===== src/rtl/mem_ctrl_pkg.sv =====
// mem_ctrl_pkg: status codes, access-length codes and FSM states shared by
// the memory controller and anything that decodes its status outputs.
package mem_ctrl_pkg;

  localparam int STAT_W = 2;

  // Status reported back to the IF and MEM stages
  typedef enum logic [STAT_W-1:0] {
    STAT_IDLE     = 2'd0,
    STAT_BUSY     = 2'd1,
    STAT_IHANDLED = 2'd2,
    STAT_DHANDLED = 2'd3
  } stat_t;

  // Access length codes on data_access_len; 2'b10 is treated as a word
  typedef enum logic [1:0] {
    LEN_B = 2'b00,
    LEN_H = 2'b01,
    LEN_W = 2'b11
  } len_t;

  typedef enum logic [1:0] {
    S_IDLE  = 2'd0,
    S_READ  = 2'd1,
    S_WRITE = 2'd2,
    S_DONE  = 2'd3
  } state_t;

  // Number of RAM bytes touched by an access of the given length code
  function automatic logic [2:0] len_bytes(input logic [1:0] len);
    case (len)
      LEN_B:   return 3'd1;
      LEN_H:   return 3'd2;
      default: return 3'd4;
    endcase
  endfunction

endpackage


===== src/rtl/mem_ctrl.sv =====
// mem_ctrl: owns the byte-wide RAM port and serves word fetches from IF and
// byte/half/word loads and stores from MEM, one byte per cycle. Data traffic
// wins when both requests are present.
module mem_ctrl
  import mem_ctrl_pkg::*;
#(
  parameter int         ADDR_W = 32,
  parameter int         DATA_W = 32,
  parameter logic [1:0] IO_HI  = 2'b11
) (
  input  logic              clk,
  input  logic              rst,
  input  logic              rdy,
  input  logic              inst_access_enable,
  input  logic [ADDR_W-1:0] inst_access_addr,
  output logic [STAT_W-1:0] inst_access_stat,
  output logic [ADDR_W-1:0] inst_handled_addr,
  output logic [DATA_W-1:0] inst_access_data,
  input  logic              data_access_enable,
  input  logic              data_access_wr,
  input  logic [1:0]        data_access_len,
  input  logic [ADDR_W-1:0] data_access_addr,
  input  logic [DATA_W-1:0] data_write_data,
  output logic [STAT_W-1:0] data_access_stat,
  output logic [DATA_W-1:0] data_read_data,
  input  logic              io_buffer_full,
  input  logic [7:0]        mem_din,
  output logic [7:0]        mem_dout,
  output logic [ADDR_W-1:0] mem_a,
  output logic              mem_wr
);

  state_t            state;
  logic [ADDR_W-1:0] base;
  logic [2:0]        nbytes;
  logic [2:0]        k;
  logic              is_inst;
  logic [DATA_W-1:0] wdata;
  logic [DATA_W-1:0] rbuf;
  logic [DATA_W-1:0] rbuf_merged;
  logic              mem_wr_q;
  logic [ADDR_W-1:0] cur_addr;
  logic              io_blocked;
  logic              grant_io_blocked;
  logic              last_byte;

  assign cur_addr         = base + ADDR_W'(k);
  assign io_blocked       = (cur_addr[17:16] == IO_HI) && io_buffer_full;
  assign grant_io_blocked = (data_access_addr[17:16] == IO_HI) && io_buffer_full;
  assign last_byte        = (k == nbytes - 3'd1);

  // While stalled the strobe register holds; gating it keeps a pending byte
  // from being committed until the stall ends, so it is written exactly once
  assign mem_wr = mem_wr_q & rdy;

  // Merge the byte returned by the RAM into its lane of the read buffer
  always_comb begin
    // NOTE: assign a full default first so every path drives the signal and no latch is inferred
    rbuf_merged = rbuf;
    rbuf_merged[{k[1:0], 3'b000} +: 8] = mem_din;
  end

  // Request arbitration, byte sequencing and registered status/data outputs
  always_ff @(posedge clk) begin
    // NOTE: sequential state uses non-blocking assignments so every register samples pre-edge values
    if (rst) begin
      state             <= S_IDLE;
      base              <= '0;
      nbytes            <= 3'd0;
      k                 <= 3'd0;
      is_inst           <= 1'b0;
      wdata             <= '0;
      rbuf              <= '0;
      mem_wr_q          <= 1'b0;
      mem_a             <= '0;
      mem_dout          <= 8'h00;
      inst_access_stat  <= STAT_IDLE;
      data_access_stat  <= STAT_IDLE;
      inst_access_data  <= '0;
      data_read_data    <= '0;
      inst_handled_addr <= '0;
    end else if (rdy) begin
      case (state)
        S_IDLE: begin
          mem_wr_q <= 1'b0;
          if (data_access_enable) begin
            base             <= data_access_addr;
            nbytes           <= len_bytes(data_access_len);
            is_inst          <= 1'b0;
            wdata            <= data_write_data;
            rbuf             <= '0;
            mem_a            <= data_access_addr;
            k                <= 3'd0;
            data_access_stat <= STAT_BUSY;
            if (data_access_wr) begin
              state <= S_WRITE;
              // First byte goes out on the grant edge unless the UART is full
              if (!grant_io_blocked) begin
                mem_dout <= data_write_data[7:0];
                mem_wr_q <= 1'b1;
                k        <= 3'd1;
              end
            end else begin
              state <= S_READ;
            end
          end else if (inst_access_enable) begin
            base             <= inst_access_addr;
            nbytes           <= 3'd4;
            is_inst          <= 1'b1;
            rbuf             <= '0;
            mem_a            <= inst_access_addr;
            k                <= 3'd0;
            inst_access_stat <= STAT_BUSY;
            state            <= S_READ;
          end
        end

        S_READ: begin
          rbuf <= rbuf_merged;
          if (last_byte) begin
            state <= S_DONE;
            if (is_inst) begin
              inst_access_data  <= rbuf_merged;
              inst_handled_addr <= base;
              inst_access_stat  <= STAT_IHANDLED;
            end else begin
              data_read_data   <= rbuf_merged;
              data_access_stat <= STAT_DHANDLED;
            end
          end else begin
            mem_a <= base + ADDR_W'(k + 3'd1);
            k     <= k + 3'd1;
          end
        end

        S_WRITE: begin
          if (k == nbytes) begin
            mem_wr_q         <= 1'b0;
            data_access_stat <= STAT_DHANDLED;
            state            <= S_DONE;
          end else if (io_blocked) begin
            mem_wr_q <= 1'b0;
          end else begin
            mem_a    <= cur_addr;
            mem_dout <= wdata[{k[1:0], 3'b000} +: 8];
            mem_wr_q <= 1'b1;
            k        <= k + 3'd1;
          end
        end

        S_DONE: begin
          inst_access_stat <= STAT_IDLE;
          data_access_stat <= STAT_IDLE;
          state            <= S_IDLE;
        end

        default: state <= S_IDLE;
      endcase
    end
  end

endmodule


===== config.mk =====
export PLATFORM = sky130hd
export DESIGN_NAME = mem_ctrl
export DESIGN_NICKNAME = d
export VERILOG_FILES = /design/src/rtl/mem_ctrl_pkg.sv /design/src/rtl/mem_ctrl.sv
export SDC_FILE = /design/constraint.sdc
export NUM_CORES = 1
export LEC_CHECK = 0
export CORE_UTILIZATION = 45
export DETAILED_ROUTE_END_ITERATION = 8
export PLACE_DENSITY = 0.71
export SLEW_MARGIN = 10
export SYNTH_ARGS = -nofsm -noshare
export SYNTH_HDL_FRONTEND = slang
export SYNTH_SLANG_ARGS = --single-unit

===== constraint.sdc =====
create_clock -name clk -period 5.8 [get_ports clk]
set_input_delay 1.74 -clock clk [delete_from_list [all_inputs] [get_ports clk]]
set_output_delay 1.74 -clock clk [all_outputs]
set_load 0.02 [all_outputs]

======== After elaboration in Yosys (flattened, before gate mapping) ========
Cells that the tools add are included.
operators by class
  div/mod/pow operators ................... 0
  mux-type cells .......................... 49
  multiply operators ...................... 0
  $lt $le $gt $ge ......................... 0
  eq/ne operators ......................... 21
  shift-type cells ........................ 3
  reduce and logical (&&, ||, !) cells .... 20
  bitwise gates (word level) .............. 2
  add/sub/neg operators ................... 6
operators with widths
  kind                                                   number
  two-way mux 32 bit                                     7
  case mux 32 bit (3 select lines)                       1
  case mux 32 bit (2 select lines)                       1
  two-way mux 8 bit                                      5
  adder 32 x 3 -> 32 bit                                 1
  adder 32 x 4 -> 32 bit                                 1
  bitwise mux 32 bit                                     1
  variable shift 8 x 7 -> 32 bit (first input constant)  1
  indexed part select 32 x 6 -> 8 bit                    1
  indexed part select 8 x 7 -> 32 bit                    1
  inequality test 2 bit (second input constant)          12
  two-way mux 2 bit                                      11
  two-way mux 3 bit                                      7
  case mux 2 bit (4 select lines)                        2
  case mux 8 bit (2 select lines)                        1
  AND reduction 4 bit                                    3
  AND reduction 6 bit                                    2
  two-way mux 1 bit                                      9
  case mux 3 bit (3 select lines)                        1
  AND reduction 3 bit                                    3
  equality test 2 bit (second input constant)            4
  negation 5 -> 7 bit                                    1
  AND reduction 7 bit                                    1
  equality test 3 bit                                    2
  other kinds (16)                                       22
storage, ports and cells
  bits in read-only memories .............. 0
  bits in writable memories ............... 0
  latch bits .............................. 0
  output and inout port bits .............. 141
  bits of input ports ..................... 113
  memories kept ........................... 0
  register bits ........................... 246

======== Longest topological paths before layout ========
Gate-level depths: netlist (run 1).
  word-level depth ........................ 6
  depth in mapped cells ................... 12
  mapped depth without buffers ............ 10

======== Worst setup path after synthesis (run 1) ========
Ideal clock, no wire load.
  path type ............................... input-to-output
  start point ............................. input rdy
  end point ............................... output mem_wr
  cell stages on the path ................. 2
  data arrival time ....................... 2247 ps
  setup slack ............................. 1813 ps
  buffers on the path ..................... 1
  cell sequence ........................... clkbuf_1 and2_1
between the ends
  cells in the longest elaborated chain, start to end .. 1
RTL lines
  item         line            source
  from (decl)  mem_ctrl.sv:13  input logic rdy,
  AND 1 bit    mem_ctrl.sv:54  assign mem_wr = mem_wr_q & rdy;
  to (decl)    mem_ctrl.sv:30  output logic mem_wr
Every way passes these cells.

======== Worst setup path in the final report (run 1) ========
Same ends and word-level chain as after synthesis.

==> results of run 1 <==
==> path summary, 6_finish.rpt <==
check / from / cells after the start / to
max: rdy / 3 / mem_wr
min: wdata[24] / 2 / wdata[24]
max reg2reg: k[2] / 8 / mem_a[3]
min reg2reg: wdata[24] / 2 / wdata[24]
==> area by class of cell <==
type / instances / area [um2] / area share [%]
Multi-Input combinational cell: 1079 / 6590 / 42.0
Clock inverter: 8 / 158 / 1.01
Inverter: 22 / 82.6 / 0.527
Timing Repair Buffer: 275 / 2710 / 17.3
Tap cell: 335 / 419 / 2.67
Sequential cell: 246 / 4920 / 31.4
Clock buffer: 39 / 800 / 5.10
==> layout by cell type (no fill, tap or decap), types with 10 or more instances in the layout <==
master / count
sky130_fd_sc_hd__clkdlybuf4s50_1: 251
sky130_fd_sc_hd__dfxtp_1: 246
sky130_fd_sc_hd__nand2_1: 209
sky130_fd_sc_hd__nor2_1: 177
sky130_fd_sc_hd__a21oi_1: 125
sky130_fd_sc_hd__a211oi_1: 96
sky130_fd_sc_hd__mux2i_1: 55
sky130_fd_sc_hd__o21ai_0: 43
sky130_fd_sc_hd__a31oi_1: 39
sky130_fd_sc_hd__nor2b_1: 38
sky130_fd_sc_hd__nand3_1: 29
sky130_fd_sc_hd__clkbuf_16: 26
sky130_fd_sc_hd__inv_1: 21
sky130_fd_sc_hd__nor3_1: 21
sky130_fd_sc_hd__o31ai_1: 21
sky130_fd_sc_hd__buf_4: 21
sky130_fd_sc_hd__ha_1: 18
sky130_fd_sc_hd__nand4_1: 14
sky130_fd_sc_hd__o2111ai_1: 12
sky130_fd_sc_hd__and2_1: 10
sky130_fd_sc_hd__and4_1: 10
sky130_fd_sc_hd__xor2_1: 10
sky130_fd_sc_hd__o211ai_1: 10
sky130_fd_sc_hd__clkbuf_8: 10
==> layer usage <==
layer / track usage, % / share of wire, % / vias to the layer above
met1: 36.4 / 44 / 5459
met4: 8.41 / 2.7 / 0
met5: 0 / 0 / -
met2: 41.1 / 45 / 483
met3: 4.46 / 8.0 / 77
li1: - / - / 5662
==> worst reg2reg max path, stage by stage, from the launching register on <==
cell and delay, ns:
sky130_fd_sc_hd__dfxtp_1 0.53, sky130_fd_sc_hd__ha_1 0.43, sky130_fd_sc_hd__or2_2 0.21, sky130_fd_sc_hd__nand2_1 0.41, sky130_fd_sc_hd__nor3_1 0.62, sky130_fd_sc_hd__o31ai_4 0.20
sky130_fd_sc_hd__o21ai_4 0.76, sky130_fd_sc_hd__buf_4 0.33, sky130_fd_sc_hd__mux2i_1 0.20
==> stage by stage <==
step / instance area (um2) / cells / hold slack (ns)
6_report: 15700 / 2004 / 0.454
5_1_grt: 15700 / 2004 / 0.472
4_1_cts: 15700 / 2004 / 0.455
3_5_place_dp: 14700 / 1957 / 0.446
3_3_place_gp: 14700 / 1957 / 0.439
2_1_floorplan: 12100 / 1479 / 0.433
==> state kept, by name (all words and copies together) (netlist names) <==
signal and cells:
base 32, k 3, inst_handled_addr 32, is_inst 1, nbytes 3, inst_access_stat 2, mem_wr_q 1, mem_a 32
data_access_stat 2, rbuf 32, mem_dout 8, data_read_data 32, state 2, wdata 32, inst_access_data 32
==> cell families (layout without fill, tap and decap cells) <==
family / after synthesis / after routing / share of synthesized area (%)
AO/OA/AOI/OAI: 421 / 421 / 23.6
XOR/XNOR: 17 / 17 / 1.34
flip-flops: 246 / 246 / 40.6
multiplexers: 66 / 66 / 6.31
adder cells (fa/ha/maj): 20 / 20 / 2.19
AND/OR/NAND/NOR: 555 / 555 / 20.7
buffers and inverters: 154 / 344 / 5.18
==> where the power goes <==
group          leakage, uW  switching [uW]  internal (uW)
Combinational      0.00296             436            308
Clock             0.000467             693           1130
Sequential         0.00200            88.7           1770
==> impl_metrics.yaml, run 1 <==
detailed_routing:
  wl_per_cell_um: 18.4
  drc: 18
  avgViaCountPerCell: 5.83
  drt_first_iter_violations: 974
  firstDrtPassIters: 9
  drt_wl_total_um: 36900
  antenna_violating_nets_post_route: 0
  vias: 11681
synthesis:
  synth.most_common_cell: "sky130_fd_sc_hd__dfxtp_1"
  synth.net_count: 1612
  synth_area_per_cell_um2: 8.19
  synth_area_leaders: "sky130_fd_sc_hd__dfxtp_1, sky130_fd_sc_hd__nand2_1, sky130_fd_sc_hd__a211oi_1"
  synth_seq_area_share_pct: 40.6
  synthFlopType: "sky130_fd_sc_hd__dfxtp_1"
  synthDominantAreaCellType: "sky130_fd_sc_hd__dfxtp_1"
  ys_seq_elements: 246
  async_flop_share_pct: 0
  mappedNetlistArea_um2: 12100
  yosysWarningCount: 0
  post_synth_num_cell_types: 81
  synth_enable_flop_cells: 0
  netlist_instances: 1479
  synth_largest_type_area_fraction_pct: 40.6
  synth.top_cells.by_count: "sky130_fd_sc_hd__dfxtp_1, sky130_fd_sc_hd__nand2_1, sky130_fd_sc_hd__nor2_1, sky130_fd_sc_hd__a21oi_1, sky130_fd_sc_hd__clkbuf_1"
grt:
  grt_first_pass_wirelength_um: 59100
  grt_start_max_net_pins: 148
  antenna_violations_before_repair: 0
  grt-ovfl-total: 0
  overall_routing_resource_usage_pct: 26.2
  first_global_vias: 10720
setup_path:
  path_cells: "clkdlybuf4s50_1 -> and2_1 -> clkdlybuf4s50_1"
  arrival_ns: 3.16
  worst-path-buf-inv: 2
  worstSetupStartpointType: "input port"
  worstPathRequired_ns: 4.06
  critical-path-max-stage-delay_ns: 0.63
  crit_slowest_cell: "sky130_fd_sc_hd__clkdlybuf4s50_1"
  path_max_fanout: 2
  crit_family: "buffers and inverters"
  timing.setup.critical_path_class: "in -> out"
  worst_path_most_repeated_cell: "sky130_fd_sc_hd__clkdlybuf4s50_1"
  timing.critical_path.to_type: "output pin"
  register_to_register_setup_slack_ns: 2.05
floorplanning:
  initial_utilization_pct: 46.2
  design.portCount: 254
  die_width_um: 166
  die_area_um2: 27600
  die_y_um: 166
  core_area_um2: 26200
  placementRows: 59
clock_tree:
  cts.clk_slew.worst_paths_ns: 0.06
  cts.path.max_buffers: 3
  cts_post_setup_buffers_inserted: 0
  insertion_delay_ns: 0.53
  tritoncts: "done"
  tritoncts_num_sinks: 246
  numCtsBuffers: 26
  htreeDepth: 1
  post_cts.resized_instances: 0
  clockRootBuffer: "sky130_fd_sc_hd__clkbuf_16"
  hold_bufs_at_cts: 0
sta:
  setup_ws_ns: 0.904
  timing.final.crit_share_pct: 84.4
  layout_min_cycle_time_ns: 4.90
  skew_ns: 0.0175
  timing_worst_slew_pin_value_ns: 1.21
  final.setup.tns_ns: 0
  max_clock_freq_mhz: 204
  maxSlewHeadroom_pct: 18.9
  grt_setup_unrepaired: "no"
  setup_violations: 0
  timing.final.hold_violations: 0
  final_max_slew_viol_count: 0
finish:
  final_layout_size_suffix_gt1_share_pct: 6.23
  n_antenna_cell: 0
  layout.nets: 1783
  layout_filler_cell_count: 2348
  final_core_util_pct: 59.8
  area_growth_pct: 29.3
job:
  maxCapViolCount: 0
placement:
  numPortBuffers: 253
  replace_congestion: 0.891
  dp_slack_ns: 0.889
  hpwl_um: 25500
hold_path:
  min-delay-path-class: "reg -> reg"
power:
  post-layout-total-power_uw: 4420
  ir_drop_mv: 0.195
  cellLeakagePower_uw: 0.00543
  power_density_nw_per_um2: 282
status:
  violated_checks: "DRC"
  status: "finished, violations left"
Power figures use the tool's default switching activity.
==> run 2: changes to the inputs <==
- clock period: 5.8 -> 4.97 ns (I/O delays scaled with it)
==> run 2 against run 1 <==
  * The run still ends with DRC left
  * Critical path depth is the same
  * Global-route usage increased by 0.18 points
  * Clock-buffer cell count down 7
  * Die area unchanged
==> impl_metrics.yaml, run 2 (same netlist as run 1, synthesis figures left out) <==
setup_path:
  path_cells: "clkdlybuf4s50_1 -> and2_1 -> clkdlybuf4s50_1"
  crit_slowest_cell: "sky130_fd_sc_hd__clkdlybuf4s50_1"
  arrival_ns: 2.93
  timing.critical_path.to_type: "output pin"
  timing.setup.critical_path_class: "in -> out"
  worstSetupStartpointType: "input port"
  worstPathRequired_ns: 3.48
  path_max_fanout: 2
  worst_path_most_repeated_cell: "sky130_fd_sc_hd__clkdlybuf4s50_1"
  critical-path-max-stage-delay_ns: 0.63
sta:
  final.setup.tns_ns: 0
  maxSlewHeadroom_pct: 20.4
  timing.final.hold_violations: 0
  grt_setup_unrepaired: "no"
  layout_min_cycle_time_ns: 4.42
  final_max_slew_viol_count: 0
  skew_ns: 0.00843
  timing_worst_slew_pin_value_ns: 1.19
  setup_violations: 0
  timing.final.crit_share_pct: 89.0
  max_clock_freq_mhz: 226
power:
  combPwrFrac_pct: 16.9
  cellLeakagePower_uw: 0.00543
  power_density_nw_per_um2: 329
  pwr-share-seq_pct: 42.1
  ir_drop_mv: 0.202
  share_clk_of_total_power_pct: 41.0
  p_sw_share_pct: 27.9
  power_spent_charging_and_discharging_nets_uw: 1440
  p_int_uw: 3720
clock_tree:
  tritoncts_num_sinks: 246
  hold_bufs_at_cts: 0
  numCtsBuffers: 26
  cts.path.max_buffers: 3
  cts.clk_slew.worst_paths_ns: 0.06
  cts_post_setup_buffers_inserted: 0
  post_cts.resized_instances: 0
  tritoncts: "done"
  clockRootBuffer: "sky130_fd_sc_hd__clkbuf_16"
  insertion_delay_ns: 0.54
  htreeDepth: 1
finish:
  combined_flip_flop_and_latch_cell_area_um2: 4920
  most_frequent_standard_cell_in_the_layout_excluding_fill_and_tap_cells: "sky130_fd_sc_hd__clkdlybuf4s50_1"
  layout_filler_cell_count: 2332
  final_layout_size_suffix_gt1_share_pct: 6.34
  layout.nets: 1786
  final_cell_mix: "sky130_fd_sc_hd__clkdlybuf4s50_1, sky130_fd_sc_hd__dfxtp_1, sky130_fd_sc_hd__nand2_1, sky130_fd_sc_hd__nor2_1, sky130_fd_sc_hd__a21oi_1"
  finish.instance_area_um2: 15700
  multiInputGateArea_um2: 6590
  area_growth_pct: 29.4
detailed_routing:
  avgViaCountPerCell: 5.87
  firstDrtPassIters: 8
  drt_wl_total_um: 37500
  drc: 36
  vias: 11797
  wl_per_cell_um: 18.7
  drt_first_iter_violations: 1047
  highest_layer: "met4"
  dr_wl_met2_um: 17000
  routed-wl-met3_um: 3270
  wl_met1_um: 16100
  antenna_violating_nets_post_route: 0
status:
  status: "finished, violations left"
  violated_checks: "DRC"
job:
  maxCapViolCount: 0
floorplanning:
  core_area_um2: 26200
  die_y_um: 166
  placementRows: 59
  design.portCount: 254
  die_width_um: 166
  initial_utilization_pct: 46.2
  die_area_um2: 27600
grt:
  antenna_violations_before_repair: 2
  first_global_vias: 10713
  grt_start_max_net_pins: 114
  overall_routing_resource_usage_pct: 26.3
  grt_first_pass_wirelength_um: 59400
  grt-ovfl-total: 0
placement:
  numPortBuffers: 253
  placed_area_um2: 14700
  replace_congestion: 0.885
  hpwl_um: 25500
hold_path:
  min-delay-path-class: "reg -> reg"
[run 2: cell count changes in the layout (fill, tap and decap cells not counted)]
cell / change
sky130_fd_sc_hd__clkbuf_8: -9
sky130_fd_sc_hd__clkinv_2: +6
sky130_fd_sc_hd__buf_4: +3
sky130_fd_sc_hd__bufinv_16: +2
sky130_fd_sc_hd__clkbuf_1: +2
sky130_fd_sc_hd__diode_2: +2
[run 2: path summary, 6_finish.rpt]
kind	from	end	slack, ns	cells past startpoint
setup / recovery	rdy	mem_wr	0.55	3
hold / removal	wdata[15]	wdata[15]	0.45	2
setup reg to reg	k[0]	mem_a[7]	1.12	10
hold reg to reg	wdata[15]	wdata[15]	0.45	2
[run 2: worst max-delay path: cells and delay by family]
kind                   cells  cell delay (ns)
AND/OR/NAND/NOR            1             0.24
buffers and inverters      2             1.20
[run 2: area by class of cell]
| class | instances | area share [%] |
|---|---|---|
| Clock inverter | 16 | 1.58 |
| Inverter | 22 | 0.527 |
| Antenna cell | 2 | 0.0319 |
| Timing Repair Buffer | 278 | 17.4 |
| Clock buffer | 32 | 4.36 |
| Sequential cell | 246 | 31.4 |
| Multi-Input combinational cell | 1079 | 42.0 |
| Tap cell | 335 | 2.67 |
[run 2: power by group through the flow]
| stage | Sequential (uW) | Clock (uW) | Combinational, uW |
|---|---|---|---|
| 3_5_place_dp | 2210 | 0 | 857 |
| 5_1_grt | 2180 | 2230 | 937 |
| 2_1_floorplan | 2210 | 0 | 513 |
| 4_1_cts | 2160 | 2150 | 862 |
| 3_3_place_gp | 2200 | 0 | 845 |
| 6_report | 2170 | 2110 | 871 |
[run 2: routing by layer]
metal,vias to the layer above,global-route usage [%]
li1,5660,-
met2,511,41.7
met5,-,0
met4,0,9.18
met1,5548,35.6
met3,78,5.36
[run 2: per-stage QoR]
stage | hold slack, ns | util [%] | setup slack [ns] | total power (uW) | cells
global route | 0.469 | 59.8 | 0.560 | 5350 | 2009
finish | 0.453 | 59.8 | 0.546 | 5160 | 2010
floorplan | 0.433 | - | 1.48 | 2720 | 1479
CTS | 0.455 | 59.8 | 0.559 | 5180 | 2008
global placement | 0.439 | 56.2 | 0.551 | 3050 | 1960
detailed placement | 0.446 | 56.2 | 0.558 | 3060 | 1960
